`config.mk`:
```
export PLATFORM = sky130hd
export DESIGN_NAME = fetch_stage
export DESIGN_NICKNAME = d
export VERILOG_FILES = /design/src/rtl/rv_pkg.sv /design/src/rtl/fetch_fifo.sv /design/src/rtl/fetch_stage.sv
export SDC_FILE = /design/constraint.sdc
export NUM_CORES = 1
export LEC_CHECK = 0
export CAP_MARGIN = 10
export CORE_ASPECT_RATIO = 1.1
export CORE_UTILIZATION = 35
export DETAILED_ROUTE_END_ITERATION = 8
export DONT_BUFFER_PORTS = 1
export GPL_TIMING_DRIVEN = 0
export PLACE_DENSITY_LB_ADDON = 0.08
export SKIP_CTS_REPAIR_TIMING = 1
export SLEW_MARGIN = 20
export SYNTH_ARGS = -nofsm -noshare
export SYNTH_HDL_FRONTEND = slang
export SYNTH_SLANG_ARGS = --single-unit
```
`constraint.sdc`:
```
create_clock -name clk -period 8.7 [get_ports clk]
set_input_delay 1.74 -clock clk [delete_from_list [all_inputs] [get_ports clk]]
set_output_delay 1.74 -clock clk [all_outputs]
set_load 0.05 [all_outputs]
```
`src/rtl/rv_pkg.sv`:
```
// Shared RV32I definitions used by the fetch stage and by decode, so that the
// two stages agree on instruction encodings, word width and reset defaults.
package rv_pkg;

    localparam int XLEN = 32;

    // addi x0, x0, 0 -- shown to decode whenever fetch has nothing to offer
    localparam logic [XLEN-1:0] NOP_INSTR = 32'h0000_0013;

    localparam logic [XLEN-1:0] DEFAULT_RESET_PC = 32'h0000_0000;

    // Major opcodes (instr[6:0]); decode keys its control unit off instr[6:2]
    localparam logic [6:0] OPC_LOAD   = 7'b0000011;
    localparam logic [6:0] OPC_OP_IMM = 7'b0010011;
    localparam logic [6:0] OPC_AUIPC  = 7'b0010111;
    localparam logic [6:0] OPC_STORE  = 7'b0100011;
    localparam logic [6:0] OPC_OP     = 7'b0110011;
    localparam logic [6:0] OPC_LUI    = 7'b0110111;
    localparam logic [6:0] OPC_BRANCH = 7'b1100011;
    localparam logic [6:0] OPC_JALR   = 7'b1100111;
    localparam logic [6:0] OPC_JAL    = 7'b1101111;
    localparam logic [6:0] OPC_SYSTEM = 7'b1110011;

    // One buffered fetch result: the word and the address it came from
    typedef struct packed {
        logic [XLEN-1:0] pc;
        logic [XLEN-1:0] instr;
    } fetch_entry_t;

    // Instruction fetches are always whole words
    function automatic logic [XLEN-1:0] alignWord(input logic [XLEN-1:0] addr);
        return {addr[XLEN-1:2], 2'b00};
    endfunction

endpackage

```
`src/rtl/fetch_fifo.sv`:
```
// Small synchronous FIFO holding fetched {pc, instr} entries between the
// instruction memory and decode. Flush empties it in one cycle and wins over
// any push or pop issued alongside it.
module fetch_fifo #(
    parameter int WIDTH = 64,
    parameter int DEPTH = 4,
    localparam int AW = $clog2(DEPTH),
    localparam int CW = $clog2(DEPTH + 1)
) (
    input  logic             clk,
    input  logic             rstN,
    input  logic             i_push,
    input  logic [WIDTH-1:0] i_data,
    input  logic             i_pop,
    input  logic             i_flush,
    output logic [CW-1:0]    o_count,
    output logic             o_empty,
    output logic [WIDTH-1:0] o_head
);

    logic [WIDTH-1:0] r_mem [DEPTH];
    logic [AW-1:0]    r_rdPtr;
    logic [AW-1:0]    r_wrPtr;
    logic [CW-1:0]    r_count;
    logic             w_doPop;
    logic             w_doPush;

    assign w_doPop  = i_pop && !i_flush && (r_count != '0);
    assign w_doPush = i_push && !i_flush && ((r_count != CW'(DEPTH)) || w_doPop);

    // Storage array; contents are only meaningful between the pointers
    always_ff @(posedge clk) begin
        if (w_doPush) begin
            r_mem[r_wrPtr] <= i_data;
        end
    end

    // Pointer and occupancy bookkeeping; pointers wrap naturally since DEPTH is a power of two
    always_ff @(posedge clk or negedge rstN) begin
        if (!rstN) begin
            r_rdPtr <= '0;
            r_wrPtr <= '0;
            r_count <= '0;
        end else if (i_flush) begin
            r_rdPtr <= '0;
            r_wrPtr <= '0;
            r_count <= '0;
        end else begin
            if (w_doPop) begin
                r_rdPtr <= r_rdPtr + AW'(1);
            end
            if (w_doPush) begin
                r_wrPtr <= r_wrPtr + AW'(1);
            end
            r_count <= r_count + CW'(w_doPush) - CW'(w_doPop);
        end
    end

    assign o_count = r_count;
    assign o_empty = (r_count == '0);
    assign o_head  = r_mem[r_rdPtr];

endmodule

```
`src/rtl/fetch_stage.sv`:
```
// RV32I instruction fetch stage. Issues sequential word fetches, tracks how
// many are outstanding, buffers returned words with their PCs for decode, and
// on a redirect throws away both the buffer and every response still owed for
// the old path.
module fetch_stage
    import rv_pkg::*;
#(
    parameter logic [31:0] RESET_PC = DEFAULT_RESET_PC,
    parameter int          DEPTH    = 4
) (
    input  logic        clk,
    input  logic        rstN,
    output logic        imemReqValid,
    input  logic        imemReqReady,
    output logic [31:0] imemReqAddr,
    input  logic        imemRspValid,
    input  logic [31:0] imemRspData,
    input  logic        redirect,
    input  logic [31:0] redirectPc,
    output logic        idValid,
    input  logic        idReady,
    output logic [31:0] idInstr,
    output logic [31:0] idPc,
    output logic [31:0] idPcPlus4,
    output logic        protoErr
);

    localparam int CW = $clog2(DEPTH + 1);

    logic [31:0]   r_pcReg;
    logic [31:0]   r_rspPc;
    logic [CW-1:0] r_inflight;
    logic [CW-1:0] r_discard;
    logic          r_protoErr;
    logic          r_started;
    logic [31:0]   r_lastPc;

    logic [CW-1:0] w_fifoCount;
    logic          w_fifoEmpty;
    fetch_entry_t  w_head;
    fetch_entry_t  w_pushEntry;
    logic [CW:0]   w_creditsUsed;
    logic          w_reqFire;
    logic          w_rspLegal;
    logic          w_rspLive;
    logic          w_push;
    logic          w_pop;
    logic [31:0]   w_target;

    // Buffered words plus outstanding requests may never exceed DEPTH, which is
    // what guarantees every response has a FIFO slot waiting for it
    assign w_creditsUsed = {1'b0, w_fifoCount} + {1'b0, r_inflight};
    assign imemReqValid  = r_started && !redirect && (w_creditsUsed < (CW + 1)'(DEPTH));
    assign imemReqAddr   = r_pcReg;
    assign w_reqFire     = imemReqValid && imemReqReady;

    // A response is only legal when something is outstanding; it is live only
    // once all responses belonging to an abandoned path have been dropped
    assign w_rspLegal  = imemRspValid && (r_inflight != '0);
    assign w_rspLive   = w_rspLegal && (r_discard == '0);
    assign w_push      = w_rspLive && !redirect;
    assign w_pop       = !w_fifoEmpty && idReady && !redirect;
    assign w_target    = alignWord(redirectPc);
    assign w_pushEntry = '{pc: r_rspPc, instr: imemRspData};

    fetch_fifo #(
        .WIDTH ($bits(fetch_entry_t)),
        .DEPTH (DEPTH)
    ) u_fifo (
        .clk     (clk),
        .rstN    (rstN),
        .i_push  (w_push),
        .i_data  (w_pushEntry),
        .i_pop   (w_pop),
        .i_flush (redirect),
        .o_count (w_fifoCount),
        .o_empty (w_fifoEmpty),
        .o_head  (w_head)
    );

    // PC registers and outstanding/discard counters; a redirect overrides all other updates
    always_ff @(posedge clk or negedge rstN) begin
        if (!rstN) begin
            r_pcReg    <= RESET_PC;
            r_rspPc    <= RESET_PC;
            r_inflight <= '0;
            r_discard  <= '0;
        end else if (redirect) begin
            r_pcReg    <= w_target;
            r_rspPc    <= w_target;
            r_inflight <= r_inflight - CW'(w_rspLegal);
            r_discard  <= r_inflight - CW'(w_rspLegal);
        end else begin
            if (w_reqFire) begin
                r_pcReg <= r_pcReg + 32'd4;
            end
            r_inflight <= r_inflight + CW'(w_reqFire) - CW'(w_rspLegal);
            if (w_rspLegal) begin
                if (r_discard != '0) begin
                    r_discard <= r_discard - CW'(1);
                end else begin
                    r_rspPc <= r_rspPc + 32'd4;
                end
            end
        end
    end

    // Status: request gating out of reset, sticky protocol error, last PC shown to decode
    always_ff @(posedge clk or negedge rstN) begin
        if (!rstN) begin
            r_started  <= 1'b0;
            r_protoErr <= 1'b0;
            r_lastPc   <= '0;
        end else begin
            r_started <= 1'b1;
            if (imemRspValid && (r_inflight == '0)) begin
                r_protoErr <= 1'b1;
            end
            if (!w_fifoEmpty) begin
                r_lastPc <= w_head.pc;
            end
        end
    end

    assign idValid   = !w_fifoEmpty;
    assign idInstr   = w_fifoEmpty ? NOP_INSTR : w_head.instr;
    assign idPc      = w_fifoEmpty ? r_lastPc : w_head.pc;
    assign idPcPlus4 = idPc + 32'd4;
    assign protoErr  = r_protoErr;

endmodule
```
==> metrics.csv <==
metric,value,unit
async_flop_share,30.1,%
min_period,8.13,ns
grt_usage,17.7,%
max_slew_margin,20.5,%
gr-total-overflow,0,
outcome,completed,
cts_tree,built,
area_growth,14.2,%
yosys.area.top_type,edfxtp_1,
clockBufferDepth,3,
cts_max_level,2,
seq_power_share,33.5,%
end_kind,primary output,
grt_pass1_wl,59200,um
synthCells,1046,
fin_tns_setup,0,ns
route.detailed.drc,0,
yosys-top-cells-area,"edfxtp_1 (49%), dfrtp_1 (17%), mux4_2 (7.8%), nand2_1 (3.2%), xnor2_1 (2.6%)",
layout_common_cells,"edfxtp_1 (248), nand2_1 (130), dfrtp_1 (107)",
dr.pass1.iters,5,
numClockSinks,355,
hold_ws,0.550,ns
core-area,43300,sq um
die_x,202,um
min_path_type,reg2reg,
synth_seq_area_share,66.0,%
cts_buffers,40,
hold_viol,0,
combPwrFrac,41.3,%
max_cap_violations,0,
vdd_drop_max,174,uV
hpwl,26800,um
ios,201,
via_per_inst,5.20,
finalSetupViolCount,0,
cp_data_required_time,6.96,ns
rows,80,
postRouteAntennaNets,0,
worst-path-max-fanout,10,
internal_power,0.00352,W
synth_flop_cell,edfxtp_1,
start_kind,flop,
rsz0062_at_grt,false,
clock_latency,0.55,ns
grt_pass1_vias,9355,
grt_max_degree,108,
crit_type,reg2out,
p_total,0.00656,W
avgSynthCellArea,14.7,sq um
pwr-share-clk,25.2,%
fmax,0.123,GHz
power_density,374,nW/um^2
layout.nets,1182,
fill_cells,4036,
place_congestion,0.867,
layout_commonest_cell,edfxtp_1,
clkTransAtPathRegs,0.06,ns
wl_per_cell,22.9,um
port-buffer-count,0,
crit_arrival,6.39,ns
die_h,222,um
switchingPower,0.00304,W
swShare,46.4,%
synth_warnings,0,
netlist_area,15300,sq um
synth_edf_count,248,
antenna_found_initial,0,
max_slew.worst_pin.slew,1.19,ns
drt_iter0_drc,456,
initial_core_util,35.4,%
via_count,8818,
dieArea,44700,sq um
synth_top_area_share,48.5,%
placed_cells,1625,
clockRootBuffer,clkbuf_16,
final.period_utilization,93.5,%
routed_wl,38800,um
slew_violations,0,
antenna_cells,0,
layout-drive-gt1-share,14.8,%
ys_types,55,
skew,0.0184,ns
ys_seq_elements,355,
p_leak,6.17,nW
layout.cells.non_filler,1697,
## state kept, by name, indices dropped and copies added (netlist names), 3 cells and up
| name | flops |
|---|---|
| imemReqAddr | 30 |
| r_rspPc | 30 |
| u_fifo.r_mem | 248 |
| r_inflight | 3 |
| r_lastPc | 32 |
| u_fifo.o_count | 3 |
| r_discard | 3 |
## worst max-delay path, stage by stage, from the launching register on
cell      delay [ns]
dfrtp_1         0.49
nor3_2          0.17
inv_1           0.17
buf_2           0.28
buf_1           0.42
buf_2           0.40
clkbuf_1        0.80
nand2_1         0.10
nand2_1         0.46
ha_1            0.37
nand2_1         0.08
o32a_1          0.46
nor3_2          0.55
nand3_1         0.19
xnor2_1         0.88
## metal layers
metal / GRT usage [%] / part of all wire (%) / vias up
li1: - / - / 4027
met1: 22.9 / 43 / 4467
met2: 28.6 / 48 / 252
met3: 4.42 / 6.3 / 72
met4: 6.79 / 3.1 / 0
met5: 0 / 0 / -
## cell type report
cell class / count / area [sq um] / share of cell area [%]
clock buffers: 57 / 1130 / 6.43
flip-flops and latches: 355 / 10100 / 57.8
plain buffers: 49 / 255 / 1.46
clock inverters: 15 / 149 / 0.850
well taps: 574 / 718 / 4.10
repair buffers: 4 / 95.1 / 0.543
inverters: 31 / 116 / 0.664
multi-input cells: 612 / 4930 / 28.2
## per-stage QoR
stage,util [%],instance area (sq um),setup slack (ns)
global route,40.4,17500,0.190
global placement,37.1,16100,0.726
CTS,40.4,17500,0.433
finish,40.4,17500,0.566
floorplan,-,15300,2.24
detailed placement,37.5,16200,1.05
## power groups by stage
stage               clock, W  combinational (W)  sequential, W
floorplan                  0            0.00226        0.00218
global placement           0            0.00269        0.00223
detailed placement         0            0.00274        0.00223
CTS                  0.00171            0.00274        0.00220
global route         0.00177            0.00286        0.00222
finish               0.00165            0.00271        0.00220
## worst paths after layout
check                                              start                            end  slack, ns  cells after the start
max in group asynchronous                           rstN         r_lastPc[26]$_DFF_PN0_       7.52                      0
max                          u_fifo.o_count[1]$_DFF_PN0_                  idPcPlus4[26]       0.57                     14
max reg2reg                      r_inflight[2]$_DFF_PN0_        r_inflight[2]$_DFF_PN0_       4.63                     14
min                        u_fifo.r_wrPtr[0]$_DFFE_PN0P_  u_fifo.r_wrPtr[0]$_DFFE_PN0P_       0.55                      1
min in group asynchronous                           rstN    imemReqAddr[27]$_DFFE_PN0N_       0.89                      0
min reg2reg                u_fifo.r_wrPtr[0]$_DFFE_PN0P_  u_fifo.r_wrPtr[0]$_DFFE_PN0P_       0.55                      1
## kinds of logic (layout without fill, tap and decap cells)
family | Yosys count | in the layout | synth area share [%]
compound gates | 107 | 107 | 4.35
fa+ha+maj | 19 | 19 | 1.65
mux | 83 | 83 | 10.8
other cells | 2 | 3 | 0.0490
flops | 355 | 355 | 66.0
simple gates | 330 | 330 | 10.8
buf+inv | 80 | 156 | 2.42
xor+xnor | 70 | 70 | 4.00
## Yosys cell counts, drive strengths merged, types with 2 or more instances
cell and count:
o311ai 12, nor2 30, o22a 3, clkbuf 27, xnor2 46, and2 38, and3 25, mux4 62
and4 4, a21o 2, nor4 7, nand4 19, fa 2, o211ai 9, o31ai 2, nand2b 4
nor2b 4, nand3 47, a21oi 8, nor3 11, conb 2, a31oi 9, o22ai 4, buf 22
mux2i 10, nand2 130, xor2 24, inv 31, ha 17, edfxtp 248, dfrtp 107, or2 4
o21ai 51, nor4b 2, mux2 11
Note: power is estimated with default switching activity, not from simulation.
